--- src/rtl/fc_argmax_classifier.sv ---
// fc_argmax_classifier: collects NUM_CLASSES signed scores, reports argmax with a done pulse
// Ports:
//   clk, rst_n            clock, synchronous active-low reset
//   start                 begin an inference (IDLE or DONE only)
//   score_valid/score     score handshake input, class order 0..NUM_CLASSES-1
//   score_ready, busy     high while collecting
//   done                  one-cycle pulse when class_idx/max_score update
//   class_idx, max_score  winning index and its score
//   rd_addr/rd_data       registered score-buffer readout
module fc_argmax_classifier #(
    parameter int IN_WIDTH    = 32,
    parameter int NUM_CLASSES = 10,
    parameter int IDX_WIDTH   = 4
) (
    input  logic                        clk,
    input  logic                        rst_n,
    input  logic                        start,
    input  logic                        score_valid,
    input  logic signed [IN_WIDTH-1:0]  score,
    output logic                        score_ready,
    output logic                        busy,
    output logic                        done,
    output logic        [IDX_WIDTH-1:0] class_idx,
    output logic signed [IN_WIDTH-1:0]  max_score,
    input  logic        [IDX_WIDTH-1:0] rd_addr,
    output logic signed [IN_WIDTH-1:0]  rd_data
);
    typedef enum logic [1:0] {IDLE, COLLECT, DONE} state_t;
    localparam int DEPTH = 2 ** IDX_WIDTH;
    localparam logic [IDX_WIDTH:0] NUM_W = (IDX_WIDTH + 1)'(NUM_CLASSES);
    localparam logic [IDX_WIDTH-1:0] LAST = IDX_WIDTH'(NUM_CLASSES - 1);
    state_t                      state_q, state_d;
    logic        [IDX_WIDTH-1:0] cnt_q, cnt_d;
    logic signed [IN_WIDTH-1:0]  run_max_q, run_max_d;
    logic        [IDX_WIDTH-1:0] run_idx_q, run_idx_d;
    logic        [IDX_WIDTH-1:0] class_idx_q, class_idx_d;
    logic signed [IN_WIDTH-1:0]  max_score_q, max_score_d;
    logic                        done_q, done_d;
    logic signed [IN_WIDTH-1:0]  rd_data_q, rd_data_d;
    // Buffer spans the full address space; entries past NUM_CLASSES stay 0.
    logic signed [IN_WIDTH-1:0]  buf_q [DEPTH];
    logic signed [IN_WIDTH-1:0]  buf_d [DEPTH];
    logic                        accept;
    logic                        take_new;
    logic signed [IN_WIDTH-1:0]  cand_max;
    logic        [IDX_WIDTH-1:0] cand_idx;
    always_comb begin
        accept    = score_valid && (state_q == COLLECT);
        // First score always loads; later ones need a strictly greater value so ties keep the lower index.
        take_new  = (cnt_q == '0) || (score > run_max_q);
        cand_max  = take_new ? score : run_max_q;
        cand_idx  = take_new ? cnt_q : run_idx_q;
        state_d     = state_q;
        cnt_d       = cnt_q;
        run_max_d   = run_max_q;
        run_idx_d   = run_idx_q;
        class_idx_d = class_idx_q;
        max_score_d = max_score_q;
        done_d      = 1'b0;
        buf_d       = buf_q;
        if ((state_q == IDLE || state_q == DONE) && start) begin
            state_d   = COLLECT;
            cnt_d     = '0;
            run_max_d = '0;
            run_idx_d = '0;
        end
        if (accept) begin
            buf_d[cnt_q] = score;
            cnt_d        = cnt_q + 1'b1;
            run_max_d    = cand_max;
            run_idx_d    = cand_idx;
            if (cnt_q == LAST) begin
                state_d     = DONE;
                class_idx_d = cand_idx;
                max_score_d = cand_max;
                done_d      = 1'b1;
            end
        end
        rd_data_d = ({1'b0, rd_addr} < NUM_W) ? buf_q[rd_addr] : '0;
    end
    always_ff @(posedge clk) begin
        if (!rst_n) begin
            state_q     <= IDLE;
            cnt_q       <= '0;
            run_max_q   <= '0;
            run_idx_q   <= '0;
            class_idx_q <= '0;
            max_score_q <= '0;
            done_q      <= 1'b0;
            rd_data_q   <= '0;
            buf_q       <= '{default: '0};
        end else begin
            state_q     <= state_d;
            cnt_q       <= cnt_d;
            run_max_q   <= run_max_d;
            run_idx_q   <= run_idx_d;
            class_idx_q <= class_idx_d;
            max_score_q <= max_score_d;
            done_q      <= done_d;
            rd_data_q   <= rd_data_d;
            buf_q       <= buf_d;
        end
    end
    assign score_ready = (state_q == COLLECT);
    assign busy        = (state_q == COLLECT);
    assign done        = done_q;
    assign class_idx   = class_idx_q;
    assign max_score   = max_score_q;
    assign rd_data     = rd_data_q;
endmodule

--- config.mk ---
export PLATFORM = sky130hd
export DESIGN_NAME = fc_argmax_classifier
export DESIGN_NICKNAME = d
export VERILOG_FILES = /design/src/rtl/fc_argmax_classifier.sv
export SDC_FILE = /design/constraint.sdc
export NUM_CORES = 1
export LEC_CHECK = 0
export BUFFER_PORTS_ARGS = -buffer_cell sky130_fd_sc_hd__buf_2
export CAP_MARGIN = 0
export CORE_ASPECT_RATIO = 1.4
export CORE_UTILIZATION = 50
export DETAILED_ROUTE_END_ITERATION = 8
export PLACE_DENSITY = 0.74
export SYNTH_ARGS = -nofsm -noshare
export SYNTH_HDL_FRONTEND = slang
export SYNTH_SLANG_ARGS = --single-unit
--- constraint.sdc ---
create_clock -name clk -period 4.1 [get_ports clk]
set_input_delay 0.205 -clock clk [delete_from_list [all_inputs] [get_ports clk]]
set_output_delay 0.205 -clock clk [all_outputs]
set_load 0.05 [all_outputs]
==> impl_metrics.prom, run 1 <==
# TYPE chip_impl_metric gauge
chip_impl_info{name="outcome",value="complete, but fails checks"} 1
chip_impl_info{name="violations",value="DRC"} 1
chip_impl_metric{name="first_global_vias",unit=""} 14423
chip_impl_metric{name="power.sequential.fraction",unit="%"} 50.7
chip_impl_info{name="synth.top_cells.by_count",value="728 x sky130_fd_sc_hd__nand2_1, 431 x sky130_fd_sc_hd__dfxtp_1, 289 x sky130_fd_sc_hd__a21boi_0"} 1
chip_impl_metric{name="drv_slew",unit=""} 0
chip_impl_metric{name="power.combinational.fraction",unit="%"} 6.0
chip_impl_metric{name="power.switching",unit="mW"} 1.92
chip_impl_metric{name="internal-power",unit="mW"} 6.44
chip_impl_metric{name="placement_rows",unit=""} 83
chip_impl_info{name="rsz0062_at_grt",value="false"} 1
chip_impl_metric{name="fillCellCount",unit=""} 3183
chip_impl_metric{name="nets",unit=""} 2166
chip_impl_metric{name="power_switching_share",unit="%"} 23.0
chip_impl_metric{name="via_count",unit=""} 15027
chip_impl_info{name="worstSetupStartpointType",value="flip-flop"} 1
chip_impl_metric{name="number_of_synthesis_warnings",unit=""} 0
chip_impl_metric{name="antenna_found_initial",unit=""} 1
chip_impl_metric{name="min_period_over_period",unit="%"} 81.1
chip_impl_metric{name="detail-route-antenna-nets",unit=""} 0
chip_impl_metric{name="post-cts-setup-buffer-count",unit=""} 0
chip_impl_metric{name="post_drt_wl_per_cell",unit="µm"} 19.1
chip_impl_metric{name="irDropWorstVdd",unit="V"} 0.000224
chip_impl_metric{name="worst_skew_pair.late_latency",unit="ns"} 0.55
chip_impl_metric{name="power",unit="mW"} 8.36
chip_impl_metric{name="grt_first_pass_wirelength",unit="µm"} 78500
chip_impl_metric{name="detailedPlacementHpwl",unit="µm"} 29000
chip_impl_info{name="ys_top_cells_by_area",value="sky130_fd_sc_hd__dfxtp_1 46%, sky130_fd_sc_hd__nand2_1 15%, sky130_fd_sc_hd__a21boi_0 12%"} 1
chip_impl_metric{name="synthesis.instances",unit=""} 2127
chip_impl_metric{name="max_cap_violations",unit=""} 0
chip_impl_metric{name="power.leakage",unit="nW"} 7.47
chip_impl_metric{name="floorplan.core_area",unit="µm²"} 36900
chip_impl_metric{name="multi_input_area",unit="µm²"} 9180
chip_impl_metric{name="synth-edff-count",unit=""} 0
chip_impl_metric{name="path_max_fanout",unit=""} 36
chip_impl_metric{name="die_width",unit="µm"} 166
chip_impl_metric{name="gr-total-overflow",unit=""} 0
chip_impl_metric{name="finalNonFillerCells",unit=""} 2585
chip_impl_metric{name="worstMarginPinSlew",unit="ns"} 1.10
chip_impl_metric{name="drive_above_1_share",unit="%"} 13.2
chip_impl_info{name="postSynth.topFlopCell",value="sky130_fd_sc_hd__dfxtp_1"} 1
chip_impl_metric{name="final.setup.worst_slack",unit="ns"} 0.775
chip_impl_metric{name="cts_max_path_buffers",unit=""} 3
chip_impl_metric{name="fin_area",unit="µm²"} 20600
chip_impl_metric{name="synth.ff_latch_count",unit=""} 431
chip_impl_metric{name="synth_cell_types",unit=""} 41
chip_impl_metric{name="worst-endpoint-required",unit="ns"} 4.52
chip_impl_info{name="cts.root.buffer_cell",value="sky130_fd_sc_hd__clkbuf_16"} 1
chip_impl_metric{name="routed_wirelength",unit="µm"} 49400
chip_impl_metric{name="number_of_vias_per_cell_after_detailed_routing",unit=""} 5.81
chip_impl_metric{name="cts.sink_count",unit=""} 431
chip_impl_metric{name="drcViolationCount",unit=""} 22
chip_impl_metric{name="seq_cell_area",unit="µm²"} 8630
chip_impl_metric{name="postSynthNetCount",unit=""} 2203
chip_impl_metric{name="clkTransAtPathRegs",unit="ns"} 0.06
chip_impl_metric{name="fin_worst_skew",unit="ns"} 0.0174
chip_impl_metric{name="area_of_placed_instances",unit="µm²"} 19400
chip_impl_metric{name="die_h",unit="µm"} 231
chip_impl_metric{name="synth_seq_area_share",unit="%"} 46.0
chip_impl_metric{name="powerDensity",unit="nW/µm²"} 405
chip_impl_metric{name="cts-htree-levels",unit=""} 2
chip_impl_metric{name="detail_route.iter0.violations",unit=""} 1525
chip_impl_metric{name="synth_top_cell_area_share",unit="%"} 46.0
chip_impl_metric{name="io_buffers",unit=""} 110
chip_impl_metric{name="detailedRoute.firstPassIterationCount",unit=""} 9
chip_impl_info{name="tritoncts",value="built"} 1
chip_impl_metric{name="floorplan.initialDensity",unit="%"} 50.9
chip_impl_metric{name="pin_count_of_the_biggest_net_entering_global_routing",unit=""} 138
chip_impl_metric{name="gp_routability_congestion",unit=""} 0.809
chip_impl_info{name="cp-end-kind",value="flip-flop"} 1
chip_impl_metric{name="final.setup.tns",unit="ns"} 0
chip_impl_info{name="path_class",value="reg2reg"} 1
chip_impl_metric{name="fraction_of_registers_with_async_set_or_reset_after_synthesis",unit="%"} 0
chip_impl_metric{name="cts_made_buffers",unit=""} 39
chip_impl_metric{name="syn_avg_cell_area",unit="µm²"} 8.82
chip_impl_metric{name="dpl_worst_slack",unit="ns"} 0.769
chip_impl_metric{name="final-setup-viol-count",unit=""} 0
chip_impl_metric{name="cts.repair.resized",unit=""} 0
chip_impl_metric{name="io_pins",unit=""} 111
chip_impl_metric{name="dieArea",unit="µm²"} 38300
chip_impl_metric{name="slew_headroom",unit="%"} 26.4
chip_impl_info{name="synth_area_leader_cell",value="sky130_fd_sc_hd__dfxtp_1"} 1
chip_impl_metric{name="critical_path_arrival",unit="ns"} 3.75
chip_impl_metric{name="hold_viol",unit=""} 0
chip_impl_metric{name="synthToLayoutAreaGrowth",unit="%"} 9.91
chip_impl_metric{name="netlist_area_before_placement",unit="µm²"} 18800
chip_impl_metric{name="pwr-share-clk",unit="%"} 43.3
chip_impl_info{name="yosys.cell_count.top_type",value="sky130_fd_sc_hd__nand2_1"} 1
chip_impl_metric{name="finalWorstPathRequiredPeriod",unit="ns"} 3.32
chip_impl_metric{name="globalRouteTotalUtil",unit="%"} 25.7
chip_impl_info{name="worst_hold_path_type",value="in2reg"} 1
chip_impl_metric{name="post-place-cells",unit=""} 2515
chip_impl_metric{name="fmax",unit="MHz"} 301
layer usage:
metal / track usage [%] / vias up / part of all wire, %
met3: 3.57 / 122 / 7.8
li1: - / 7028 / -
met4: 9.64 / 0 / 3.2
met2: 43.6 / 611 / 47
met1: 33.3 / 7266 / 42
met5: 0 / - / 0
cell usage in the layout, fill, tap and decap left out, drive strengths merged, types with 13 or more instances in the layout:
| cell | count |
|---|---|
| mux2i | 64 |
| mux4 | 64 |
| nand3 | 48 |
| o22ai | 32 |
| ha | 36 |
| clkbuf | 58 |
| o211ai | 35 |
| inv | 34 |
| a21oi | 13 |
| dfxtp | 431 |
| a21boi | 289 |
| and2 | 37 |
| a22o | 37 |
| nor2 | 13 |
| nand2 | 728 |
| buf | 142 |
repair_timing:
action,CTS,global route
hold buffers,1,0
hold endpoints to repair,1,0
endpoints found under the setup margin,0,0
power groups by stage:
stage	combinational [mW]	clock, mW	sequential [mW]
final	0.503	3.62	4.24
after detailed placement	0.496	0	4.33
after CTS	0.498	3.66	4.23
after global routing	0.540	3.81	4.24
after floorplan	0.370	0	4.33
after global placement	0.487	0	4.33
final cells by class:
type	count	share of cell area, %
Antenna cell	1	0.0121
Clock buffer	58	5.53
Clock inverter	10	0.485
Inverter	34	0.619
Multi-Input combinational cell	1441	44.5
Sequential cell	431	41.8
Tap cell	467	2.83
Timing Repair Buffer	143	4.19
registers in the layout (all words and copies together), names as in the netlist:
signal / cells
run_idx_q: 4
done: 1
max_score: 32
rd_data: 32
state_q: 2
cnt_q: 4
run_max_q: 32
class_idx: 4
buf_q: 320
final timing paths:
kind / to / cells after the start / startpoint / slack [ns]
worst max-delay path: run_max_q[25]$_SDFFE_PN0P_ / 10 / run_max_q[31]$_SDFFE_PN0P_ / 0.78
worst min-delay path: buf_q[371]$_SDFFE_PN0P_ / 3 / score[19] / 0.03
worst max register to register: run_max_q[25]$_SDFFE_PN0P_ / 10 / run_max_q[31]$_SDFFE_PN0P_ / 0.78
worst min register to register: buf_q[220]$_SDFFE_PN0P_ / 2 / buf_q[220]$_SDFFE_PN0P_ / 0.45
cell families (layout without fill, tap and decap cells):
group / after synthesis / in the layout / share of synthesized area [%]
adder cells (fa/ha/maj): 36 / 36 / 2.40
AND/OR/NAND/NOR: 852 / 852 / 18.2
flip-flops: 431 / 431 / 46.0
other: 0 / 1 / 0
AO/OA/AOI/OAI: 425 / 425 / 17.0
multiplexers: 128 / 128 / 11.1
buffers and inverters: 255 / 245 / 5.31
critical path, stage by stage (launching register included):
cell and delay (ns):
sky130_fd_sc_hd__dfxtp_1 0.36, sky130_fd_sc_hd__inv_1 0.06, sky130_fd_sc_hd__ha_1 0.33, sky130_fd_sc_hd__nand4_1 0.20, sky130_fd_sc_hd__nor4_2 0.48, sky130_fd_sc_hd__nand4_1 0.27
sky130_fd_sc_hd__a31oi_2 0.27, sky130_fd_sc_hd__o211ai_4 0.35, sky130_fd_sc_hd__a32o_1 0.33, sky130_fd_sc_hd__buf_4 0.27, sky130_fd_sc_hd__a22o_1 0.30
through the flow:
| stage | util [%] | hold slack [ns] |
|---|---|---|
| 2_1_floorplan | - | 0.315 |
| 3_3_place_gp | 52.5 | 0.431 |
| 3_5_place_dp | 52.5 | 0.435 |
| 4_1_cts | 55.9 | 0.0208 |
| 5_1_grt | 55.9 | 0.0437 |
| 6_report | 55.9 | 0.0290 |
(Power assumes the default switching activity.)
==> inputs of run 2 (changes only) <==
--- a/config.mk
+++ b/config.mk
@@ -10,7 +10,7 @@
 export CORE_ASPECT_RATIO = 1.4
 export CORE_UTILIZATION = 50
 export DETAILED_ROUTE_END_ITERATION = 8
-export PLACE_DENSITY = 0.74
+export PLACE_DENSITY = 0.76
 export SYNTH_ARGS = -nofsm -noshare
 export SYNTH_HDL_FRONTEND = slang
 export SYNTH_SLANG_ARGS = --single-unit
==> constraint.sdc (replaced) <==
create_clock -name clk -period 3 [get_ports clk]
set_input_delay 0.15 -clock clk [delete_from_list [all_inputs] [get_ports clk]]
set_output_delay 0.15 -clock clk [all_outputs]
set_load 0.05 [all_outputs]
==> run 2 against run 1 <==
Against the previous run:
- the flow still finishes with violations (DRC)
- fmax rose by 19%
- register-to-register slack got worse by 0.57 ns
- clock skew decreased by 0.0059 ns
- combinational power up 46%
- hold slack about the same
==> impl_metrics.prom, run 2 (synthesis gave the netlist of run 1 again) <==
# TYPE chip_impl_metric gauge
chip_impl_metric{name="fmax",unit="MHz"} 357
chip_impl_metric{name="dpl_worst_slack",unit="ns"} -0.00798
chip_impl_metric{name="gp_routability_congestion",unit=""} 0.809
chip_impl_info{name="max_flop_register",value="buf_q"} 1
chip_impl_metric{name="fin_area",unit="µm²"} 21100
chip_impl_info{name="cts.root.buffer_cell",value="sky130_fd_sc_hd__clkbuf_16"} 1
chip_impl_metric{name="final.setup.worst_slack",unit="ns"} 0.202
chip_impl_metric{name="critical_path_arrival",unit="ns"} 3.23
chip_impl_metric{name="reg2reg_depth",unit=""} 10
chip_impl_metric{name="power.leakage",unit="nW"} 7.73
chip_impl_info{name="most_common_cell_after_layout_fill_and_taps_aside",value="sky130_fd_sc_hd__nand2_1"} 1
chip_impl_metric{name="cts-htree-levels",unit=""} 2
chip_impl_metric{name="drive_above_1_share",unit="%"} 14.2
chip_impl_metric{name="io_pins",unit=""} 111
chip_impl_metric{name="power.switching",unit="mW"} 2.73
chip_impl_metric{name="cts_made_buffers",unit=""} 39
chip_impl_metric{name="worst-endpoint-required",unit="ns"} 3.43
chip_impl_metric{name="grtUsageMet2",unit="%"} 46.4
chip_impl_metric{name="largest_register_ff_count",unit=""} 320
chip_impl_metric{name="globalRouteTotalUtil",unit="%"} 26.3
chip_impl_info{name="worstSetupStartpointType",value="flip-flop"} 1
chip_impl_info{name="layout_common_cells",value="728 x sky130_fd_sc_hd__nand2_1, 431 x sky130_fd_sc_hd__dfxtp_1, 289 x sky130_fd_sc_hd__a21boi_0, 108 x sky130_fd_sc_hd__buf_2"} 1
chip_impl_metric{name="finalWorstPathRequiredPeriod",unit="ns"} 2.80
chip_impl_metric{name="dieArea",unit="µm²"} 38300
chip_impl_metric{name="use_met3",unit="%"} 3.72
chip_impl_metric{name="placement_rows",unit=""} 83
chip_impl_metric{name="detail-route-antenna-nets",unit=""} 0
chip_impl_metric{name="irDropWorstVdd",unit="V"} 0.000360
chip_impl_metric{name="cts.sink_count",unit=""} 431
chip_impl_metric{name="antenna_found_initial",unit=""} 0
chip_impl_metric{name="min_period_over_period",unit="%"} 93.3
chip_impl_metric{name="gr-total-overflow",unit=""} 0
chip_impl_metric{name="multi_input_area",unit="µm²"} 9200
chip_impl_metric{name="antenna_fix_cells",unit=""} 0
chip_impl_metric{name="die_h",unit="µm"} 231
chip_impl_metric{name="power",unit="mW"} 11.6
chip_impl_metric{name="cts_max_path_buffers",unit=""} 3
chip_impl_metric{name="seq_cell_area",unit="µm²"} 8630
chip_impl_metric{name="final-setup-viol-count",unit=""} 0
chip_impl_metric{name="post_drt_wl_per_cell",unit="µm"} 19.0
chip_impl_metric{name="max_cap_violations",unit=""} 0
chip_impl_metric{name="powerDensity",unit="nW/µm²"} 547
chip_impl_metric{name="floorplan.core_area",unit="µm²"} 36900
chip_impl_info{name="violations",value="DRC"} 1
chip_impl_metric{name="slew_headroom",unit="%"} 19.4
chip_impl_info{name="worst_hold_path_type",value="in2reg"} 1
chip_impl_metric{name="pin_count_of_the_biggest_net_entering_global_routing",unit=""} 150
chip_impl_metric{name="clkTransAtPathRegs",unit="ns"} 0.07
chip_impl_metric{name="post-route-util",unit="%"} 57.4
chip_impl_info{name="path_class",value="reg2reg"} 1
chip_impl_info{name="rsz0062_at_grt",value="false"} 1
chip_impl_metric{name="worstMarginPinSlew",unit="ns"} 1.21
chip_impl_metric{name="drcViolationCount",unit=""} 15
chip_impl_metric{name="hold_viol",unit=""} 0
chip_impl_metric{name="finalNonFillerCells",unit=""} 2636
chip_impl_metric{name="power.sequential.fraction",unit="%"} 50.0
chip_impl_metric{name="detail_route.iter0.violations",unit=""} 1429
chip_impl_info{name="outcome",value="complete, but fails checks"} 1
chip_impl_metric{name="floorplan.initialDensity",unit="%"} 50.9
chip_impl_metric{name="worst_hold_path_depth",unit=""} 2
chip_impl_metric{name="power.combinational.fraction",unit="%"} 6.4
chip_impl_metric{name="area_of_placed_instances",unit="µm²"} 19500
chip_impl_info{name="cp-end-kind",value="flip-flop"} 1
chip_impl_info{name="gr-max-usage-layer",value="met2"} 1
chip_impl_metric{name="detailedPlacementHpwl",unit="µm"} 30000
chip_impl_metric{name="fin_worst_skew",unit="ns"} 0.0115
chip_impl_metric{name="post-place-cells",unit=""} 2534
chip_impl_metric{name="pwr-share-clk",unit="%"} 43.7
chip_impl_metric{name="worst_skew_pair.late_latency",unit="ns"} 0.55
chip_impl_metric{name="final.setup.tns",unit="ns"} 0
chip_impl_metric{name="synthToLayoutAreaGrowth",unit="%"} 12.7
chip_impl_metric{name="grt_first_pass_wirelength",unit="µm"} 79800
chip_impl_metric{name="io_buffers",unit=""} 110
chip_impl_metric{name="final.hold.worst_slack",unit="ns"} 0.0294
chip_impl_metric{name="internal-power",unit="mW"} 8.85
chip_impl_metric{name="grt_use_met1",unit="%"} 32.4
chip_impl_metric{name="die_width",unit="µm"} 166
chip_impl_metric{name="drv_slew",unit=""} 0
chip_impl_metric{name="first_global_vias",unit=""} 14936
chip_impl_metric{name="detailedRoute.firstPassIterationCount",unit=""} 7
chip_impl_info{name="tritoncts",value="built"} 1
chip_impl_metric{name="routed_wirelength",unit="µm"} 50200
chip_impl_metric{name="via_count",unit=""} 15086
chip_impl_metric{name="fillCellCount",unit=""} 3095
chip_impl_metric{name="power_switching_share",unit="%"} 23.6
chip_impl_metric{name="nets",unit=""} 2215
chip_impl_metric{name="number_of_vias_per_cell_after_detailed_routing",unit=""} 5.72
chip_impl_metric{name="path_max_fanout",unit=""} 36
==> run 2: changes by cell type in the layout (fill, tap and decap cells not counted), sizes merged <==
| cell | change |
|---|---|
| dlygate4sd3 | +30 |
| buf | +19 |
| clkbuf | -1 |
| inv | +3 |
| bufinv | -1 |
| clkinvlp | +2 |
| diode | -1 |
==> run 2: worst max-delay path, cell delays in order (launching register included) <==
cell,delay (ns)
sky130_fd_sc_hd__dfxtp_1,0.35
sky130_fd_sc_hd__inv_1,0.05
sky130_fd_sc_hd__ha_1,0.33
sky130_fd_sc_hd__nand4_1,0.21
sky130_fd_sc_hd__nor4_4,0.36
sky130_fd_sc_hd__nand4_1,0.23
sky130_fd_sc_hd__a31oi_2,0.25
sky130_fd_sc_hd__o211ai_4,0.13
sky130_fd_sc_hd__a32o_1,0.22
sky130_fd_sc_hd__buf_4,0.26
sky130_fd_sc_hd__a22o_1,0.29
==> run 2: final cells by class <==
type | count | share of cell area, %
sequential | 431 | 40.8
clock inverter | 14 | 0.527
inverter | 34 | 0.604
clock buffer | 57 | 5.55
multi-input combinational | 1441 | 43.5
timing repair buffer | 192 | 6.24
tap | 467 | 2.76
==> run 2: final timing paths <==
path / startpoint / to / slack (ns)
min reg2reg: class_idx[2]$_SDFFE_PN0P_ / class_idx[2]$_SDFFE_PN0P_ / 0.44
max: run_max_q[31]$_SDFFE_PN0P_ / run_idx_q[3]$_SDFFE_PN0P_ / 0.20
max reg2reg: run_max_q[31]$_SDFFE_PN0P_ / run_idx_q[3]$_SDFFE_PN0P_ / 0.20
min: rst_n / cnt_q[3]$_SDFFE_PN0P_ / 0.03
==> run 2: repair_timing <==
| item | 4_1_cts | 5_1_grt |
|---|---|---|
| hold endpoints to repair | 242 | 0 |
| resized for setup | 1 | 2 |
| hold buffers | 31 | 0 |
| endpoints found under the setup margin | 6 | 26 |
| buffers inserted | 0 | 0 |
==> run 2: metal layers <==
layer	routed length [µm]	share of wire [%]	up-vias
met5	0	0	-
met3	3490	6.9	122
met4	1520	3.0	0
li1	-	-	7134
met1	20600	41	7295
met2	24600	49	535
==> run 2: power by group through the flow <==
stage                     Combinational (mW)  Clock [mW]  Sequential [mW]
after detailed placement               0.690           0             5.92
after floorplan                        0.506           0             5.91
final                                  0.735        5.05             5.79
after global placement                 0.679           0             5.91
after global routing                   0.787        5.32             5.79
after CTS                              0.724        5.10             5.79
